**src/rtl/rom_window_ctrl_pkg.sv**
```systemverilog
// Shared types and limits for the ROM window controller and its counter.
package rom_window_ctrl_pkg;

    localparam int CNT_W    = 4;
    localparam int MAX_WAIT = 15;
    localparam int MAX_REC  = 7;

    typedef enum logic [1:0] {
        IDLE,
        WAIT,
        ACK,
        RECOV
    } state_t;

endpackage

```
**src/rtl/rom_wait_counter.sv**
```systemverilog
// Loadable down-counter with a zero flag, shared by the WAIT and RECOV phases.
module rom_wait_counter
    import rom_window_ctrl_pkg::*;
(
    input  logic             CLK,
    input  logic             RESET,
    input  logic             load,
    input  logic [CNT_W-1:0] load_val,
    input  logic             dec,
    output logic             zero
);

    logic [CNT_W-1:0] count;

    // NOTE: clocked state uses non-blocking assignments so every register sees pre-edge values.
    always_ff @(posedge CLK or posedge RESET) begin
        if (RESET) begin
            count <= '0;
        end else if (load) begin
            count <= load_val;
        end else if (dec && (count != '0)) begin
            count <= count - CNT_W'(1);
        end
    end

    assign zero = (count == '0);

endmodule

```
**src/rtl/rom_window_ctrl.sv**
```systemverilog
// Address-window decode and wait-state FSM driving the flash ROM strobes and DTACK.
module rom_window_ctrl
    import rom_window_ctrl_pkg::*;
#(
    parameter int              ADDR_W    = 7,
    parameter logic [ADDR_W-1:0] WIN_BASE  = 7'h00,
    parameter logic [ADDR_W-1:0] WIN_LIMIT = 7'h3F,
    parameter int              RD_WAIT   = 2,
    parameter int              WR_WAIT   = 3,
    parameter int              REC_CYC   = 1
) (
    input  logic              CLK,
    input  logic              RESET,
    input  logic [ADDR_W-1:0] ADDR,
    input  logic              READ,
    input  logic              FCS_n,
    input  logic              slave_cycle,
    input  logic              configured,
    input  logic              shutup,
    input  logic              write_unlock,
    output logic              rom_selected,
    output logic              rom_dtack,
    output logic              ROM_CE_n,
    output logic              ROM_OE_n,
    output logic              ROM_WE_n,
    output logic              busy
);

    localparam int RD_CLAMP  = (RD_WAIT > MAX_WAIT) ? MAX_WAIT : RD_WAIT;
    localparam int WR_CLAMP  = (WR_WAIT > MAX_WAIT) ? MAX_WAIT : WR_WAIT;
    localparam int REC_CLAMP = (REC_CYC > MAX_REC) ? MAX_REC : REC_CYC;

    localparam logic [CNT_W-1:0] RD_LOAD  = CNT_W'(RD_CLAMP);
    localparam logic [CNT_W-1:0] WR_LOAD  = CNT_W'(WR_CLAMP);
    // RECOV exits on the zero flag, so it is loaded one short of its length.
    localparam logic [CNT_W-1:0] REC_LOAD = CNT_W'((REC_CLAMP > 0) ? REC_CLAMP - 1 : 0);
    localparam bit               HAS_REC  = (REC_CLAMP > 0);
    localparam state_t           END_STATE = HAS_REC ? RECOV : IDLE;

    localparam logic [ADDR_W-1:0] WIN_SPAN = WIN_LIMIT - WIN_BASE;

    state_t           state, state_d;
    logic             dir, dir_d;
    logic             we_en, we_en_d;
    logic             cnt_load, cnt_dec, cnt_zero;
    logic [CNT_W-1:0] cnt_load_val;
    logic             dtack_d, ce_n_d, oe_n_d, we_n_d;
    logic [ADDR_W-1:0] win_off;

    // Offset compare covers both inclusive bounds in one unsigned test.
    assign win_off      = ADDR - WIN_BASE;
    assign rom_selected = slave_cycle && (win_off <= WIN_SPAN);
    assign busy         = (state != IDLE);

    rom_wait_counter u_counter (
        .CLK      (CLK),
        .RESET    (RESET),
        .load     (cnt_load),
        .load_val (cnt_load_val),
        .dec      (cnt_dec),
        .zero     (cnt_zero)
    );

    always_ff @(posedge CLK or posedge RESET) begin
        if (RESET) begin
            state     <= IDLE;
            dir       <= 1'b1;
            we_en     <= 1'b0;
            rom_dtack <= 1'b0;
            ROM_CE_n  <= 1'b1;
            ROM_OE_n  <= 1'b1;
            ROM_WE_n  <= 1'b1;
        end else begin
            state     <= state_d;
            dir       <= dir_d;
            we_en     <= we_en_d;
            rom_dtack <= dtack_d;
            ROM_CE_n  <= ce_n_d;
            ROM_OE_n  <= oe_n_d;
            ROM_WE_n  <= we_n_d;
        end
    end

    // NOTE: every signal gets a default first so no path leaves it unassigned (no latches).
    always_comb begin
        state_d      = state;
        dir_d        = dir;
        we_en_d      = we_en;
        cnt_load     = 1'b0;
        cnt_load_val = '0;
        cnt_dec      = 1'b0;
        case (state)
            IDLE: begin
                if (rom_selected && !FCS_n && !shutup) begin
                    state_d      = WAIT;
                    dir_d        = READ;
                    we_en_d      = !READ && configured && write_unlock;
                    cnt_load     = 1'b1;
                    cnt_load_val = READ ? RD_LOAD : WR_LOAD;
                end
            end
            WAIT: begin
                if (FCS_n || shutup) begin
                    state_d      = END_STATE;
                    cnt_load     = HAS_REC;
                    cnt_load_val = REC_LOAD;
                end else if (cnt_zero) begin
                    state_d = ACK;
                end else begin
                    cnt_dec = 1'b1;
                end
            end
            ACK: begin
                if (FCS_n || shutup) begin
                    state_d      = END_STATE;
                    cnt_load     = HAS_REC;
                    cnt_load_val = REC_LOAD;
                end
            end
            RECOV: begin
                if (cnt_zero) begin
                    state_d = IDLE;
                end else begin
                    cnt_dec = 1'b1;
                end
            end
            default: state_d = IDLE;
        endcase
    end

    // Strobes are registered from the next state, so they change on the same edge as the state.
    always_comb begin
        dtack_d = (state_d == ACK);
        ce_n_d  = !((state_d == WAIT) || (state_d == ACK));
        oe_n_d  = !(((state_d == WAIT) || (state_d == ACK)) && dir_d);
        we_n_d  = !((state_d == WAIT) && !dir_d && we_en_d);
    end

endmodule

```
**config.mk**
```make
export PLATFORM = sky130hd
export DESIGN_NAME = rom_window_ctrl
export DESIGN_NICKNAME = d
export VERILOG_FILES = /design/src/rtl/rom_window_ctrl_pkg.sv /design/src/rtl/rom_wait_counter.sv /design/src/rtl/rom_window_ctrl.sv
export SDC_FILE = /design/constraint.sdc
export NUM_CORES = 1
export LEC_CHECK = 0
export ABC_AREA = 1
export CELL_PAD_IN_SITES_DETAIL_PLACEMENT = 1
export CELL_PAD_IN_SITES_GLOBAL_PLACEMENT = 1
export CORE_MARGIN = 4
export CORE_UTILIZATION = 47
export DETAILED_ROUTE_END_ITERATION = 10
export DONT_BUFFER_PORTS = 1
export PLACE_DENSITY_LB_ADDON = 0.1
export SYNTH_ARGS = -nofsm -noshare
export SYNTH_HDL_FRONTEND = slang
export SYNTH_HIERARCHICAL = 1
export SYNTH_SLANG_ARGS = --single-unit
export TNS_END_PERCENT = 100
```
**constraint.sdc**
```tcl
create_clock -name CLK -period 5.1 [get_ports CLK]
set_input_delay 0.51 -clock CLK [delete_from_list [all_inputs] [get_ports CLK]]
set_output_delay 0.51 -clock CLK [all_outputs]
set_load 0.005 [all_outputs]
```
==> summary.txt, run 1 <==
Max Cap Violations -> 0
Kind of critical path -> reg2reg
Syn Area/Cell -> 7.67 um2
Die height -> 50.8 um
Synth Cell Area -> 860 um2
Post-Route Setup TNS -> 0 ns
Die area -> 2580 um2
Ant diodes -> 0
Slew @ Worst Pin -> 0.673 ns
Via density -> 4.96
WP data arrival -> 2.26 ns
YS warnings -> 6
Syn Inst Count -> 112
Setup violators final -> 0
Final Skew -> 0.0119 ns
TritonCTS Sinks -> 12
Iteration-0 DRC Markers -> 1
Unique masters post-synth -> 27
Clock tree from TritonCTS -> done
Antenna violations before repair -> 0
DRT antenna net count -> 0
Leak -> 0.513 nW
Core Rows -> 15
IO buf count -> 0
Layout cells sized above 1 -> 0.154
Fin util -> 0.533
Clock latency on the worst-skew pair -> 0.26 ns
First-pass GRT wire length -> 3270 um
Unrepaired setup endpoints after global routing -> false
Worst hold slack -> 0.0106 ns
Pwr/cell area -> 654 nW/um2
Largest net degree at the start of global routing -> 9
Worst setup EP type -> flop
Dpl cells -> 138
CTS Hold Bufs -> 0
Cell Area, Placed -> 895 um2
Sequential-to-total area share from yosys stat -> 0.355
Commonest non-fill, non-tap cell in the layout -> nand2_1
Post-DP HPWL -> 1470 um
Nets -> 141
Gr usage total -> 0.166
Vias in the first global route -> 755
DRC viols -> 0
Post-CTS setup buffers -> 0
Io pins -> 21
Slew HR -> 0.551
Clock Path Buffers -> 2
Length of the first detailed-routing pass in iterations -> 3
Fraction of the cycle the final worst path needs -> 0.412
GP Congestion -> 0.851
Initial Utilization -> 0.498
FF/Latch Area -> 305 um2
Finished Cell Area -> 921 um2
Clock Pin Slew Worst Setup and Hold Paths -> 0.08 ns
Post-synthesis register bit count -> 12
Max VDD drop -> 0.360 mV
Worst setup SP type -> flop
Multi-input gate area -> 464 um2
Slew Limit Fails -> 0
Worst min path class -> in2async
R2r setup slk -> 3.00 ns
FMAX -> 0.476 GHz
Reg-to-reg startpoint -> state[1]
Commonest non-fill, non-tap cells in the layout -> 29 x nand2_1, 23 x inv_1, 8 x nor2_1, 8 x ha_1, 8 x dfrtp_1
Die Wd -> 50.8 um
Vias -> 704
Outcome -> finished clean
Hold Vio Cnt, Final -> 0
WP data required -> 5.26 ns
Synth-to-Final Area Change -> 7.13%
Crit path max fanout -> 8
Total CTS buffers -> 3
Fill cell count -> 234
Final Non-Filler Cells -> 142
Drt wl/cell -> 12.3 um
Final WL -> 1750 um
CTS H-tree lvls -> 1
Remaining global-route overflow -> 0
FF-to-FF path depth -> 9
Clk root buf -> clkbuf_4
Core footprint -> 1730 um2
Final critical-path required period -> 2.10 ns
# resized after CTS -> 0
RR Endpoint -> u_counter/count[3]
area by class of cell:
class	count	share of cell area
sequential	12	0.332
tap	25	0.0340
multi-input combinational	76	0.504
inverter	25	0.102
clock buffer	4	0.0285
worst max-delay path, cell delays in order, from the launching register on:
cell and delay (ns):
dfrtp_1 0.41, inv_1 0.16, ha_1 0.29, nand3_4 0.12, a21oi_1 0.55, inv_2 0.18, nand3b_1 0.13, nand2_1 0.06
clkinv_1 0.05, nand2_1 0.05
routing by layer:
layer / track usage / up-vias / part of all wire
li1: - / 351 / -
met1: 0.220 / 338 / 0.47
met2: 0.285 / 13 / 0.49
met3: 0.0208 / 2 / 0.034
met4: 0.0404 / 0 / 0.0074
met5: 0 / - / 0
sequential cells by signal, summed over array words and instances (netlist names):
signal and flops:
ROM_OE_n 1, rom_dtack 1, ROM_WE_n 1, ROM_CE_n 1, we_en 1, u_counter/count 4
dir 1, state 2
cells by family after synthesis:
group,after synthesis,share of synthesized area
and+or+nand+nor,54,0.332
other,1,0.00436
buffers and inverters,25,0.109
AOI/OAI and AO/OA,12,0.0830
DFF,12,0.355
adders and majority gates,8,0.116
how the worst max path moves through the flow:
stage / startpoint / to / slack, ns / cells past startpoint
floorplan: state[1] / u_counter/count[3] / 3.39 / 9
global placement: state[1] / u_counter/count[3] / 3.06 / 9
detailed placement: state[1] / u_counter/count[3] / 2.98 / 9
CTS: state[1] / u_counter/count[3] / 2.97 / 9
global route: state[1] / u_counter/count[3] / 2.79 / 9
finish: state[1] / u_counter/count[3] / 3.00 / 9
cells in the mapped netlist:
library cell  count  area share
a21oi_1           4       0.023
a31oi_1           1      0.0073
clkinv_1          1      0.0044
conb_1            1      0.0044
dfrtp_1           8        0.23
dfstp_2           4        0.12
ha_1              8        0.12
inv_1            23        0.10
inv_2             1      0.0044
nand2_1          29        0.13
nand2_2           3       0.022
nand2_4           1       0.013
nand3_1           4       0.023
nand3_4           1       0.020
nand3b_1          3       0.026
nand4_2           1       0.015
nor2_1            8       0.035
nor2_2            1      0.0073
nor2_4            1       0.013
nor2_8            1       0.023
o211ai_1          1      0.0087
o21a_1            1      0.0087
o21ai_0           2       0.012
o21ai_1           1      0.0058
o21ai_2           1       0.010
o22ai_1           1      0.0073
or2_1             1      0.0073
metrics by stage:
| step | power (W) | worst slack (ns) |
|---|---|---|
| after floorplan | 0.000465 | 3.39 |
| after global routing | 0.000689 | 2.79 |
| after CTS | 0.000614 | 2.97 |
| after global placement | 0.000525 | 3.06 |
| final | 0.000602 | 3.00 |
| after detailed placement | 0.000548 | 2.98 |
report_power, final:
group	switching [W]	internal [W]	total (W)
logic	0.000234	0.000131	0.000364
clock network	0.0000275	0.0000301	0.0000577
registers	0.0000311	0.000150	0.000181
No activity file was read; power rests on OpenSTA's default activity.
==> inputs of run 2 (changes only) <==
--- a/config.mk
+++ b/config.mk
@@ -5,11 +5,11 @@
 export SDC_FILE = /design/constraint.sdc
 export NUM_CORES = 1
 export LEC_CHECK = 0
-export ABC_AREA = 1
+export ABC_AREA = 0
 export CELL_PAD_IN_SITES_DETAIL_PLACEMENT = 1
 export CELL_PAD_IN_SITES_GLOBAL_PLACEMENT = 1
 export CORE_MARGIN = 4
-export CORE_UTILIZATION = 47
+export CORE_UTILIZATION = 45
 export DETAILED_ROUTE_END_ITERATION = 10
 export DONT_BUFFER_PORTS = 1
 export PLACE_DENSITY_LB_ADDON = 0.1
==> constraint.sdc (replaced) <==
create_clock -name CLK -period 2.15 [get_ports CLK]
set_input_delay 0.215 -clock CLK [delete_from_list [all_inputs] [get_ports CLK]]
set_output_delay 0.215 -clock CLK [all_outputs]
set_load 0.005 [all_outputs]
==> run 2 against run 1 <==
Effect of this change:
- sequential cell count unchanged
- first-iteration DRC count grew to 4.0 times the previous value
- clock power rose to 3.2 times the previous value
- combinational power increased to 3.1 times the previous value
- non-clock buffer count is 13 higher
- worst setup slack worse by 2.9 ns
- area after synthesis down 6.6%
- critical path depth up 1
- critical endpoint is now ROM_WE_n
- largest cell class unchanged
- largest power group unchanged
==> summary.txt, run 2 <==
Prevailing post-synth register cell -> dfrtp_1
Regs by FF count -> u_counter/count: 4 flops, state: 2 flops
Antenna violations before repair -> 0 (unchanged)
Drt wl/cell -> 16.3 um (+32%)
Post-synth EDFFs -> 0 (unchanged)
Iteration-0 DRC Markers -> 4 (+3)
Setup violators final -> 0 (unchanged)
Max FFs per register -> 4 (unchanged)
Slowest CP cell -> dfrtp_1
Count leader, synth -> inv_1
Fin util -> 0.599 (+0.0652)
Mux share of post-synthesis cell area -> 0.0187 (+0.0187)
Vias in the first global route -> 720 (-4.6%)
Final critical-path required period -> 2.10 ns (-0.00271 ns)
Fraction of the cycle the final worst path needs -> 0.975 (+0.564)
DRT antenna net count -> 0 (unchanged)
WP data required -> 2.34 ns (-2.92 ns)
Io pins -> 21 (unchanged)
WP buf/inv -> 2 (-1)
Most flop-heavy register -> u_counter/count
Post-Route Setup TNS -> 0 ns (unchanged)
Post-synthesis adder-cell area fraction -> 0.125 (+0.00816)
CP top delay family -> compound AO/OA/AOI/OAI gates
Die Wd -> 50.3 um (-1.0%)
Post-synth top cells -> 10 x inv_1, 8 x dfrtp_1, 8 x ha_1
Commonest non-fill, non-tap cells in the layout -> 12 x buf_4, 8 x dfrtp_1, 7 x inv_1, 7 x nor2_1, 6 x ha_1
Unrepaired setup endpoints after global routing -> true
Commonest non-fill, non-tap cell in the layout -> buf_4
Initial Utilization -> 0.470 (-0.0275)
Largest family of logic cells by synthesized area -> simple AND/OR/NAND/NOR gates
Max VDD drop -> 0.992 mV (+180%)
Yosys top cell area share -> 0.249 (+0.0163)
Worst min path class -> in2reg
Core Rows -> 15 (unchanged)
Total CTS buffers -> 3 (unchanged)
Pwr/cell area -> 1700 nW/um2 (+160%)
Synth Cell Area -> 803 um2 (-6.6%)
Core footprint -> 1710 um2 (-1.1%)
Syn Area/Cell -> 9.68 um2 (+26%)
Final Skew -> 0.00981 ns (-0.00212 ns)
Async SR Flop Fraction -> 1.00 (unchanged)
IO buf count -> 0 (unchanged)
Synth Area in Compound Gates -> 0.190 (+0.107)
Nets -> 124 (-12%)
WP data arrival -> 2.29 ns (+0.03 ns)
Vias -> 659 (-6.4%)
Top cells by area, synth -> dfrtp_1 25%, dfstp_2 13%, ha_1 12%
Xor/xnor share of the synthesized area -> 0 (unchanged)
GP Congestion -> 0.772 (-9.4%)
Unique masters post-synth -> 37 (+37%)
Max Cap Violations -> 0 (unchanged)
Gr usage total -> 0.185 (+0.0187)
Via density -> 5.27 (+6.3%)
Synth area leader -> dfrtp_1
TritonCTS Sinks -> 12 (unchanged)
Die height -> 50.3 um (-1.0%)
Remaining global-route overflow -> 0 (unchanged)
Ordered list of cells on the worst path -> inv_2 > ha_4 > or3b_4 > inv_4 > o21ba_4 > o21ai_4 > a22oi_2 > ha_2 > and3b_1 > a32oi_1
Crit path max fanout -> 4 (-4)
Final WL -> 2040 um (+16%)
Largest net degree at the start of global routing -> 10 (+1)
First-pass GRT wire length -> 3400 um (+4.0%)
Simple-Gate Fraction of Synth Area -> 0.231 (-0.101)
Die area -> 2530 um2 (-2.0%)
Final Non-Filler Cells -> 125 (-12%)
Worst path max stage delay -> 0.40 ns (-0.15 ns)
Hold Vio Cnt, Final -> 0 (unchanged)
Clock latency on the worst-skew pair -> 0.28 ns (+0.02 ns)
Syn Inst Count -> 83 (-26%)
Dpl cells -> 115 (-17%)
DRC viols -> 0 (unchanged)
Ant diodes -> 0 (unchanged)
Worst setup SP type -> flop
Post-synthesis register bit count -> 12 (unchanged)
Length of the first detailed-routing pass in iterations -> 4 (+1)
Clock tree from TritonCTS -> done
FMAX -> 0.477 GHz (+0.13%)
Worst hold slack -> 0.184 ns (+0.174 ns)
Clock Path Buffers -> 2 (unchanged)
Worst setup EP type -> flop
Kind of critical path -> reg2reg
Post-DP HPWL -> 1480 um (+0.95%)
Clock Pin Slew Worst Setup and Hold Paths -> 0.09 ns (about the same)
Outcome -> finished clean
Clk root buf -> clkbuf_4
CTS H-tree lvls -> 1 (unchanged)
Sequential-to-total area share from yosys stat -> 0.380 (+0.0249)
Slew Limit Fails -> 0 (unchanged)
Leak -> 0.477 nW (-6.8%)
Synth-to-Final Area Change -> 27.3%
Layout cells sized above 1 -> 0.380 (+0.226)
YS warnings -> 6 (unchanged)
==> run 2: cell types whose count changed in the layout (fill, tap and decap cells not counted), moves of 2 or more <==
cell	before	now
buf_4	0	12
inv_1	23	7
nand3_1	4	0
nand2_2	3	1
nor3_1	0	2
nand2_1	29	5
ha_1	8	6
nand3b_1	3	0
==> run 2: power breakdown <==
| group | internal [W] | switching (W) | total [W] |
|---|---|---|---|
| combinational | 0.000597 | 0.000526 | 0.00112 |
| clock | 0.000103 | 0.0000825 | 0.000186 |
| sequential | 0.000345 | 0.0000875 | 0.000433 |
| total | 0.00105 | 0.000696 | 0.00174 |
==> run 2: cell families after synthesis <==
logic type	Yosys count
AO/OA/AOI/OAI	22
adder cells (fa/ha/maj)	8
buffers and inverters	11
flip-flops	12
multiplexers	1
other	1
AND/OR/NAND/NOR	28
==> run 2: through the flow <==
step                      instance area (um2)  setup slack [ns]  total power (W)
after floorplan                           807            0.0369          0.00104
after global placement                    887           -0.0474          0.00128
final                                    1020            0.0535          0.00174
after CTS                                 980            0.0101          0.00165
after detailed placement                  887           -0.0983          0.00133
after global routing                     1020           -0.0594          0.00192
==> run 2: repair_timing <==
action	in CTS	in global routing
setup endpoints to repair	2	1
hold buffers	1	0
hold endpoints to repair	8	0
pin swaps	5	7
gates resized for setup	8	5
cloned	0	0
buffers inserted	3	2
==> run 2: cell type report <==
class                   count  area, um2
inverters                  10       40.0
repair buffers             13        100
multi-input cells          61        509
well taps                  25       31.3
fillers                   190        686
clock buffers               4       36.3
flip-flops and latches     12        305
==> run 2: final timing paths <==
path	start	endpoint	slack, ns	cells after the start
worst max-delay path	u_counter/count[0]	ROM_WE_n	0.05	10
worst min-delay path	READ	we_en	0.18	2
worst max register to register	u_counter/count[0]	ROM_WE_n	0.05	10
worst min register to register	we_en	we_en	0.55	1
max in group asynchronous	RESET	ROM_CE_n	1.51	2
min in group asynchronous	RESET	u_counter/count[0]	0.29	2
==> run 2: per-layer routing <==
layer	vias to the layer above	track usage	wire length, um
met1	317	0.209	896
met4	0	0.0829	41
met2	15	0.328	1030
met5	-	0	0
li1	322	-	-
met3	5	0.0386	72
==> inputs of run 3 (changes only) <==
--- a/config.mk
+++ b/config.mk
@@ -5,13 +5,13 @@
 export SDC_FILE = /design/constraint.sdc
 export NUM_CORES = 1
 export LEC_CHECK = 0
-export ABC_AREA = 0
+export ABC_AREA = 1
+export BUFFER_PORTS_ARGS = -buffer_cell sky130_fd_sc_hd__buf_2
 export CELL_PAD_IN_SITES_DETAIL_PLACEMENT = 1
 export CELL_PAD_IN_SITES_GLOBAL_PLACEMENT = 1
 export CORE_MARGIN = 4
-export CORE_UTILIZATION = 45
+export CORE_UTILIZATION = 37
 export DETAILED_ROUTE_END_ITERATION = 10
-export DONT_BUFFER_PORTS = 1
 export PLACE_DENSITY_LB_ADDON = 0.1
 export SYNTH_ARGS = -nofsm -noshare
 export SYNTH_HDL_FRONTEND = slang
==> constraint.sdc (replaced) <==
create_clock -name CLK -period 2.2 [get_ports CLK]
set_input_delay 0.22 -clock CLK [delete_from_list [all_inputs] [get_ports CLK]]
set_output_delay 0.22 -clock CLK [all_outputs]
set_load 0.005 [all_outputs]
==> run 3 against run 2 <==
Effect of this change:
- maximum frequency increased by 9.5%
- sequential share of layout area did not move
- via count grew 12%
- utilization fell by 14 points
- die area grew 25%
- worst setup slack improved by 0.23 ns
- critical endpoint is now ROM_OE_n
==> summary.txt, run 3 (synthesis results as in run 1) <==
WP data required -> 2.40 ns (+0.06 ns)
Antenna violations before repair -> 0 (unchanged)
Worst setup EP type -> flop
Initial Utilization -> 0.389 (-0.0818)
Fill cell count -> 299 (+57%)
Total CTS buffers -> 3 (unchanged)
Final WL -> 1850 um (-9.2%)
Crit path max fanout -> 3 (-1)
IO buf count -> 14 (+14)
Die height -> 56.2 um (+12%)
Worst setup SP type -> flop
Dpl cells -> 156 (+36%)
Synth-to-Final Area Change -> 18.9%
FMAX -> 0.522 GHz (+9.5%)
Setup violators final -> 0 (unchanged)
Length of the first detailed-routing pass in iterations -> 4 (unchanged)
Via density -> 4.57 (-13%)
Hold Vio Cnt, Final -> 0 (unchanged)
Io pins -> 21 (unchanged)
Routed wl met3 -> 45 um (-38%)
Clock Pin Slew Worst Setup and Hold Paths -> 0.08 ns (about the same)
Most flop-heavy register -> u_counter/count
Leak -> 0.582 nW (+22%)
Clock latency on the worst-skew pair -> 0.27 ns (about the same)
Final critical-path required period -> 1.92 ns (-0.181 ns)
Ordered list of cells on the worst path -> inv_1 > ha_1 > nand2_2 > inv_1 > inv_1 > a31oi_1 > nor2_1 > nor2_1 > ha_1 > or2_1
CTS H-tree lvls -> 1 (unchanged)
Max VDD drop -> 0.661 mV (-33%)
Pwr/cell area -> 1460 nW/um2 (-14%)
Clk root buf -> clkbuf_4
Slowest CP cell -> dfrtp_1
Clock Path Buffers -> 2 (unchanged)
TritonCTS Sinks -> 12 (unchanged)
Gr usage total -> 0.132 (-0.0521)
Kind of critical path -> reg2reg
WP data arrival -> 2.12 ns (-0.17 ns)
Max Cap Violations -> 0 (unchanged)
Unrepaired setup endpoints after global routing -> false
Top sig layer -> met3
Worst hold slack -> 0.207 ns (+0.0224 ns)
Remaining global-route overflow -> 0 (unchanged)
Multi-input gate area -> 464 um2 (-8.8%)
Final setup margin -> 0.285 ns (+0.231 ns)
Ant diodes -> 0 (unchanged)
Post-CTS setup buffers -> 0 (-3)
Post-DP HPWL -> 1560 um (+5.2%)
Regs by FF count -> u_counter/count: 4 flops, state: 2 flops
Vias in the first global route -> 780 (+8.3%)
Slew Limit Fails -> 0 (unchanged)
Vias -> 736 (+12%)
Fraction of the cycle the final worst path needs -> 0.871 (-0.104)
Final Non-Filler Cells -> 161 (+29%)
Crit path top cell by count -> inv_1
FF/Latch Area -> 305 um2 (unchanged)
Max FFs per register -> 4 (unchanged)
Outcome -> finished clean
Worst path max stage delay -> 0.40 ns (about the same)
Die area -> 3160 um2 (+25%)
Drt wl/cell -> 11.5 um (-30%)
DRT antenna net count -> 0 (unchanged)
Final Skew -> 0.00365 ns (-0.00616 ns)
# resized after CTS -> 0 (-8)
GP Congestion -> 0.823 (+6.6%)
Clock tree from TritonCTS -> done
CP top delay family -> simple AND/OR/NAND/NOR gates
Iteration-0 DRC Markers -> 13 (+9)
Power Total -> 0.00149 W (-14%)
Post-Route Setup TNS -> 0 ns (unchanged)
Core footprint -> 2210 um2 (+30%)
DP Worst Slack -> 0.290 ns (+0.389 ns)
Layout cells sized above 1 -> 0.256 (-0.124)
Commonest non-fill, non-tap cell in the layout -> nand2_1
Nets -> 157 (+27%)
Met2 wire length -> 985 um (-3.9%)
DRC viols -> 0 (unchanged)
Largest net degree at the start of global routing -> 9 (-1)
Die Wd -> 56.2 um (+12%)
Worst min path class -> in2reg
CTS Hold Bufs -> 1 (unchanged)
WP buf/inv -> 3 (+1)
M1 wire length -> 817 um (-8.8%)
First-pass GRT wire length -> 3330 um (-2.0%)
Commonest non-fill, non-tap cells in the layout -> 29 x nand2_1, 23 x inv_1, 14 x buf_2
Core Rows -> 17 (+2)
-- run 3: cell count changes in the layout (fill, tap and decap cells not counted), moves of 3 or more --
cell	change
buf_2	+14
nand3_1	+4
nand2_1	+24
nand3b_1	+3
buf_4	-11
inv_1	+16
-- run 3: final cells by class --
cell class	instances	area share
clock buffer	4	0.0355
timing repair buffer	16	0.0857
inverter	25	0.0918
tap	28	0.0343
sequential	12	0.299
multi-input combinational	76	0.454
-- run 3: path summary, 6_finish.rpt --
path	endpoint	startpoint	cells after the start	slack (ns)
setup / recovery	ROM_OE_n	u_counter/count[0]	10	0.28
hold / removal	we_en	configured	3	0.21
setup reg to reg	ROM_OE_n	u_counter/count[0]	10	0.28
hold reg to reg	we_en	we_en	2	0.48
max in group asynchronous	ROM_CE_n	RESET	3	1.47
min in group asynchronous	u_counter/count[0]	RESET	3	0.39
-- run 3: tightest hold or removal path, delay by kind of cell --
family / cells / cell delay (ns)
AO/OA/AOI/OAI: 1 / 0.06
buffers and inverters: 1 / 0.09
AND/OR/NAND/NOR: 1 / 0.06
-- run 3: through the flow --
step	cell area (um2)	utilization
floorplan	863	-
global placement	976	0.441
detailed placement	976	0.441
CTS	1020	0.462
global route	1020	0.462
finish	1020	0.462
-- run 3: report_power, final --
group,switching [W],total (W),internal [W]
Combinational,0.000556,0.000907,0.000351
Clock,0.0000755,0.000176,0.000101
Sequential,0.0000661,0.000412,0.000346
-- run 3: per-layer routing --
layer	track usage	up-vias
met2	0.239	7
met4	0.0203	0
met3	0.0487	0
met1	0.151	346
li1	-	383
met5	0	-
